==> src/rtl/s_axi_burst_sink.sv <==
// s_axi_burst_sink
//   AXI4 write-only slave that absorbs bursts from the BRAM master and stores
//   each accepted beat, byte-wise under wstrb, into an internal word array.
//   One B response is returned per burst; a registered readback port lets
//   downstream logic inspect the array.
//
// Optional feature: define SINK_STATS_EN to build the burst/error counters.
//   When undefined, burst_cnt_o and err_cnt_o are tied to zero.
//
// Ports
//   clk, areset          clock and synchronous active-high reset
//   aw*_i / awready_o    write address channel (id, addr, len, size, burst)
//   w*_i / wready_o      write data channel (id, data, strb, last)
//   bid_o, bresp_o       write response (OKAY 00 / SLVERR 10), bvalid_o/bready_i
//   rd_addr_i/rd_data_o  word readback, one cycle latency, 0 past DEPTH
//   burst_cnt_o          completed B handshakes
//   err_cnt_o            completed SLVERR handshakes

module s_axi_burst_sink #(
  parameter int                    DATA_WIDTH = 32,
  parameter int                    ADDR_WIDTH = 32,
  parameter int                    DEPTH      = 64,
  parameter logic [ADDR_WIDTH-1:0] BASE_ADDR  = '0
) (
  input  logic                       clk,
  input  logic                       areset,
  input  logic [3:0]                 awid_i,
  input  logic [ADDR_WIDTH-1:0]      awaddr_i,
  input  logic [7:0]                 awlen_i,
  input  logic [2:0]                 awsize_i,
  input  logic [1:0]                 awburst_i,
  input  logic                       awvalid_i,
  output logic                       awready_o,
  input  logic [3:0]                 wid_i,
  input  logic [DATA_WIDTH-1:0]      wdata_i,
  input  logic [DATA_WIDTH/8-1:0]    wstrb_i,
  input  logic                       wlast_i,
  input  logic                       wvalid_i,
  output logic                       wready_o,
  output logic [3:0]                 bid_o,
  output logic [1:0]                 bresp_o,
  output logic                       bvalid_o,
  input  logic                       bready_i,
  input  logic [$clog2(DEPTH)-1:0]   rd_addr_i,
  output logic [DATA_WIDTH-1:0]      rd_data_o,
  output logic [15:0]                burst_cnt_o,
  output logic [15:0]                err_cnt_o
);

  localparam int         STRB_W    = DATA_WIDTH / 8;
  localparam int         SIZE_LOG  = $clog2(STRB_W);
  localparam int         IDX_W     = $clog2(DEPTH);
  localparam logic [2:0] SIZE_CODE = 3'(SIZE_LOG);

  typedef enum logic [1:0] {IDLE, DATA, RESP} state_t;

  state_t                  state_q, state_d;
  logic                    awready_q, awready_d;
  logic                    wready_q, wready_d;
  logic                    bvalid_q, bvalid_d;
  logic [3:0]              bid_q, bid_d;
  logic [1:0]              bresp_q, bresp_d;
  logic [3:0]              awid_q, awid_d;
  logic [ADDR_WIDTH-1:0]   start_q, start_d;
  logic                    below_q, below_d;
  logic [7:0]              len_q, len_d;
  logic                    fixed_q, fixed_d;
  logic                    err_q, err_d;
  logic [8:0]              beat_q, beat_d;
  logic [DATA_WIDTH-1:0]   rd_data_q, rd_data_d;
  logic [DATA_WIDTH-1:0]   mem_q [DEPTH];

  logic [ADDR_WIDTH:0]     aw_off;
  logic [ADDR_WIDTH:0]     beat_idx;
  logic                    in_range;
  logic                    late;
  logic                    err_beat;
  logic                    w_fire;
  logic                    b_fire;
  logic                    wr_en;
  logic                    rd_in_range;

  // The top bit of aw_off is the borrow, i.e. the start address lies below
  // BASE_ADDR. The beat word index is one bit wider than the address so a
  // long INCR burst near the top cannot wrap back into the array.
  assign aw_off   = {1'b0, awaddr_i} - {1'b0, BASE_ADDR};
  assign beat_idx = {1'b0, start_q} + (ADDR_WIDTH+1)'(fixed_q ? 9'd0 : beat_q);
  assign in_range = !below_q && (beat_idx < (ADDR_WIDTH+1)'(DEPTH));
  assign late     = beat_q > {1'b0, len_q};
  assign w_fire   = (state_q == DATA) && wready_q && wvalid_i;
  assign b_fire   = (state_q == RESP) && bvalid_q && bready_i;
  assign err_beat = !in_range || late || (wid_i != awid_q) ||
                    (wlast_i && (beat_q != {1'b0, len_q}));
  // A beat that lands in the reset cycle is discarded along with the burst.
  assign wr_en    = w_fire && !err_q && in_range && !late && !areset;

  generate
    if (DEPTH == (1 << IDX_W)) begin : g_rd_full
      assign rd_in_range = 1'b1;
    end else begin : g_rd_part
      assign rd_in_range = (rd_addr_i < IDX_W'(DEPTH));
    end
  endgenerate

  // Next-state logic for the IDLE -> DATA -> RESP handshake sequencer.
  // awready is re-armed whenever the FSM sits in IDLE, which also gives the
  // "ready one cycle after reset release" behaviour for free.
  always_comb begin
    state_d   = state_q;
    awready_d = awready_q;
    wready_d  = wready_q;
    bvalid_d  = bvalid_q;
    bid_d     = bid_q;
    bresp_d   = bresp_q;
    awid_d    = awid_q;
    start_d   = start_q;
    below_d   = below_q;
    len_d     = len_q;
    fixed_d   = fixed_q;
    err_d     = err_q;
    beat_d    = beat_q;
    unique case (state_q)
      IDLE: begin
        awready_d = 1'b1;
        if (awvalid_i && awready_q) begin
          awready_d = 1'b0;
          wready_d  = 1'b1;
          state_d   = DATA;
          awid_d    = awid_i;
          start_d   = aw_off[ADDR_WIDTH-1:0] >> SIZE_LOG;
          below_d   = aw_off[ADDR_WIDTH];
          len_d     = awlen_i;
          fixed_d   = (awburst_i == 2'b00);
          err_d     = (awsize_i != SIZE_CODE) || awburst_i[1];
          beat_d    = '0;
        end
      end
      DATA: begin
        if (w_fire) begin
          err_d  = err_q | err_beat;
          // Saturate so an endless late burst never aliases back to beat 0.
          beat_d = (beat_q == 9'h1FF) ? beat_q : beat_q + 9'd1;
          if (wlast_i) begin
            wready_d = 1'b0;
            bvalid_d = 1'b1;
            bid_d    = awid_q;
            bresp_d  = (err_q | err_beat) ? 2'b10 : 2'b00;
            state_d  = RESP;
          end
        end
      end
      RESP: begin
        if (b_fire) begin
          bvalid_d  = 1'b0;
          awready_d = 1'b1;
          state_d   = IDLE;
        end
      end
      default: state_d = IDLE;
    endcase
  end

  // Readback mux; out-of-range words read as zero.
  always_comb begin
    rd_data_d = '0;
    if (rd_in_range) rd_data_d = mem_q[rd_addr_i];
  end

  // Control and output registers, all cleared by the synchronous reset.
  always_ff @(posedge clk) begin
    if (areset) begin
      state_q   <= IDLE;
      awready_q <= 1'b0;
      wready_q  <= 1'b0;
      bvalid_q  <= 1'b0;
      bid_q     <= '0;
      bresp_q   <= '0;
      awid_q    <= '0;
      start_q   <= '0;
      below_q   <= 1'b0;
      len_q     <= '0;
      fixed_q   <= 1'b0;
      err_q     <= 1'b0;
      beat_q    <= '0;
      rd_data_q <= '0;
    end else begin
      state_q   <= state_d;
      awready_q <= awready_d;
      wready_q  <= wready_d;
      bvalid_q  <= bvalid_d;
      bid_q     <= bid_d;
      bresp_q   <= bresp_d;
      awid_q    <= awid_d;
      start_q   <= start_d;
      below_q   <= below_d;
      len_q     <= len_d;
      fixed_q   <= fixed_d;
      err_q     <= err_d;
      beat_q    <= beat_d;
      rd_data_q <= rd_data_d;
    end
  end

  // Storage array: never reset, written byte-wise under wstrb.
  always_ff @(posedge clk) begin
    if (wr_en) begin
      for (int b = 0; b < STRB_W; b++) begin
        if (wstrb_i[b]) mem_q[beat_idx[IDX_W-1:0]][b*8 +: 8] <= wdata_i[b*8 +: 8];
      end
    end
  end

`ifdef SINK_STATS_EN
  logic [15:0] burst_cnt_q, burst_cnt_d;
  logic [15:0] err_cnt_q, err_cnt_d;

  // Statistics count completed B handshakes; both wrap naturally at 16 bits.
  always_comb begin
    burst_cnt_d = burst_cnt_q;
    err_cnt_d   = err_cnt_q;
    if (b_fire) begin
      burst_cnt_d = burst_cnt_q + 16'd1;
      if (bresp_q == 2'b10) err_cnt_d = err_cnt_q + 16'd1;
    end
  end

  always_ff @(posedge clk) begin
    if (areset) begin
      burst_cnt_q <= '0;
      err_cnt_q   <= '0;
    end else begin
      burst_cnt_q <= burst_cnt_d;
      err_cnt_q   <= err_cnt_d;
    end
  end

  assign burst_cnt_o = burst_cnt_q;
  assign err_cnt_o   = err_cnt_q;
`else
  assign burst_cnt_o = '0;
  assign err_cnt_o   = '0;
`endif

  assign awready_o = awready_q;
  assign wready_o  = wready_q;
  assign bvalid_o  = bvalid_q;
  assign bid_o     = bid_q;
  assign bresp_o   = bresp_q;
  assign rd_data_o = rd_data_q;

endmodule

==> config.mk <==
export PLATFORM = sky130hd
export DESIGN_NAME = s_axi_burst_sink
export DESIGN_NICKNAME = d
export VERILOG_FILES = /design/src/rtl/s_axi_burst_sink.sv
export SDC_FILE = /design/constraint.sdc
export NUM_CORES = 2
export LEC_CHECK = 0
export ABC_CLOCK_PERIOD_IN_PS = 7600
export CAP_MARGIN = 10
export CELL_PAD_IN_SITES_DETAIL_PLACEMENT = 0
export CELL_PAD_IN_SITES_GLOBAL_PLACEMENT = 2
export CORE_ASPECT_RATIO = 0.5
export CORE_UTILIZATION = 30
export DETAILED_ROUTE_END_ITERATION = 10
export GPL_TIMING_DRIVEN = 0
export HOLD_SLACK_MARGIN = 0.1
export PLACE_DENSITY = 0.61
export SLEW_MARGIN = 20
export SYNTH_ARGS = -nofsm -noshare
export SYNTH_HDL_FRONTEND = slang
export SYNTH_SLANG_ARGS = --single-unit
==> constraint.sdc <==
create_clock -name clk -period 7.6 [get_ports clk]
set_clock_uncertainty 0.2 [all_clocks]
set_input_delay 1.52 -clock clk [delete_from_list [all_inputs] [get_ports clk]]
set_output_delay 1.52 -clock clk [all_outputs]
set_load 0.03 [all_outputs]
==> results.yml <==
route:
  wl_um: 295800
  drt-pass1-iter-count: 6
  drc: 0
  routed_via_density: 5.268
  wl_per_cell_um: 34.06
  drtIter0Drc: 5481
  ant_nets: 0
  vias: 45760
pwr:
  ir_worst_vdd_v: 0.0001904
  power_leakage_nw: 30.50
  cellPowerDensity_nw_per_um2: 248.5
logic_synthesis:
  async_flop_share: 0
  synth_flop_cell: "edfxtp_1"
  synthCells: 4196
  yosys_warnings: 0
  synth_top_area_share: 0.7058
  synth_compound_area_frac: 0.01189
  ys_seq_area_frac: 0.7277
  synthesis.area_um2: 87130
  synthXorXnorAreaFrac: 0.001709
  yosys-mux-area-fraction: 0.1720
  synth_top_area_cell: "edfxtp_1"
  synth_edf_count: 2048
  synth_most_common_cell: "edfxtp_1"
  synth_fa_ha_area_frac: 0.002958
  synth_top_family_by_area: "multiplexers"
  yosys_register_bits: 2143
  synthTopCellsByCount: "2048 x edfxtp_1, 656 x mux4_2, 240 x nor3_2"
  synth_cell_types: 80
  synth_area_leaders: "edfxtp_1 71%, mux4_2 17%, nor3_2 2.8%"
  synthSimpleGateAreaFrac: 0.06300
  synth.avg_cell_area_um2: 20.76
grt:
  grt_use_met3: 0.04309
  grt_start_max_net_pins: 65
  use_met2: 0.3136
  grt.busiest_layer: "met2"
  grt_pass1_wl_um: 393900
  gr-usage-all-layers: 0.1981
  overflow: 0
  antenna_found_initial: 31
  grt_pass1_vias: 45460
  use_met1: 0.2747
floorplan:
  core-area_um2: 288000
  die_w_um: 764.1
  fp-row-count: 139
  ioPinCount: 174
  die_h_um: 383.1
  dieArea_um2: 292700
  initial_core_util: 0.3025
finish:
  drive_gt1_frac: 0.3206
  stdcell_area_um2: 101800
  post-route-util: 0.3535
  areaGrowthSynthToFinish_pct: 16.84
  nNetsFinal: 4763
sta:
  worstMarginPinSlew_ns: 1.209
  slew-limit-headroom: 0.1939
  fin_ws_ns: 1.497
  fin_crit_sh: 0.8030
  fmaxAchievable_mhz: 163.9
  setup_viol: 0
  slew_viol_final: 0
  whs_ns: 0.2584
  rsz0062_at_grt: "no"
  finalHoldViolCount: 0
  fin_crit_ns: 6.103
setup_path:
  arrival_ns: 6.39
  worst-setup-path-type: "reg -> reg"
  path_max_fanout: 10
  r2r_setup_slack_ns: 1.50
  worstPathRequired_ns: 7.89
  slowest_stage: "nor3_2"
  crit_chain: "clkbuf_1 > nor2_1 > ha_1 > inv_1 > fa_1 > nand2b_1 > a211oi_1 > o21ai_1 > a21oi_1 > o21ai_1 > nand4bb_1 > or4_1 > buf_6 > buf_12 > nor3_2"
  crit_top_cell: "o21ai_1"
  critPathCapture: "mem_q[49][7]"
  r2r_start: "fixed_q"
  start_kind: "register"
  ff2ff_path_depth: 15
  critPathMaxStageDelay_ns: 0.90
  r2r_end: "mem_q[49][7]"
  cp-startpoint: "fixed_q"
  cp-end-kind: "register"
cts:
  cts_resized: 0
  clk_pin_slew_worst_paths_ns: 0.06
  cts_num_sinks: 2143
  cts_buffer_depth: 4
  clockRootBuffer: "clkbuf_16"
  cts_hold_buf: 0
  cts-htree-levels: 4
  cts_tree: "yes"
  cts_setup_buffers: 0
  numCtsBuffers: 206
  worstSkewPairLatency_ns: 0.90
place:
  dp_slack_ns: 0.8405
  numPortBuffers: 131
  hpwl_um: 219700
  place_congestion: 0.9244
  dpl_cell_area_um2: 95140
min_path:
  hp-class: "reg -> reg"
outcome:
  status: "finished, final reports clean"
job:
  cap_violations: 0
## power by group
group / switching, mW / internal [mW] / leakage [nW]
Sequential: 0.0210 / 12.9 / 19.2
Combinational: 1.32 / 0.647 / 8.12
Clock: 4.60 / 5.77 / 3.20
Total: 5.95 / 19.4 / 30.5
## critical path: cells and delay by family, from the launching register on
kind,cells,cell delay [ns]
AND/OR/NAND/NOR,5,2.40
AO/OA/AOI/OAI,4,1.38
adder cells (fa/ha/maj),2,0.66
flip-flops,1,0.29
buffers and inverters,4,0.82
## final cells by class
type,count,area [um^2]
clock buffer,252,5421
inverter,17,63.81
buffer,349,1867
timing repair buffer,206,2650
sequential,2143,63400
tap,3877,4851
fill,26790,186200
antenna,3,7.507
clock inverter,121,1195
multi-input combinational,1719,22350
## kinds of logic after synthesis
kind of cell | after synthesis
buf+inv | 366
other cells | 1
compound gates | 158
simple gates | 814
flops | 2143
xor+xnor | 17
fa+ha+maj | 20
mux | 677
## routing by layer
| metal | share of wire | up-vias |
|---|---|---|
| met5 | 0.00012 | - |
| met4 | 0.033 | 6 |
| met3 | 0.082 | 358 |
| met2 | 0.46 | 2015 |
| met1 | 0.42 | 24900 |
| li1 | - | 18480 |
## worst min path at each step
stage,endpoint,cells past startpoint,startpoint
6_report,bid_o[2],2,bid_o[2]
4_1_cts,bid_o[2],2,bid_o[2]
5_1_grt,len_q[1],2,len_q[1]
3_5_place_dp,len_q[1],2,len_q[1]
3_3_place_gp,bid_o[3],2,bid_o[3]
2_1_floorplan,len_q[1],2,len_q[1]
## per-stage QoR
step,setup TNS [ns],cells,power (mW)
6_report,0,8687,25.30
5_1_grt,0,8684,25.92
4_1_cts,0,8684,25.43
3_5_place_dp,0,8311,15.18
3_3_place_gp,-2.715,8236,15.09
2_1_floorplan,0,4228,14.19
## sequential cells by signal, summed over array words and instances (netlist names), 2 cells and up
signal     flops
awid_q         4
beat_q         9
bid_o          4
len_q          8
mem_q       2048
rd_data_o     32
start_q       30
state_q        2
## cells in the final DEF (no fill, tap or decap), types with 38 or more instances in the layout
cell type,Yosys,routed
a21oi_1,65,65
buf_12,6,44
buf_2,26,83
buf_4,36,52
clkbuf_1,212,184
clkbuf_16,0,209
clkbuf_2,0,68
clkdlybuf4s50_1,0,99
clkinv_2,0,38
dfxtp_1,95,95
edfxtp_1,2048,2048
mux4_2,656,656
nand2_1,131,131
nand4_1,202,202
nor2_1,93,93
nor2b_1,49,49
nor3_2,240,223
Power figures use the tool's default switching activity.
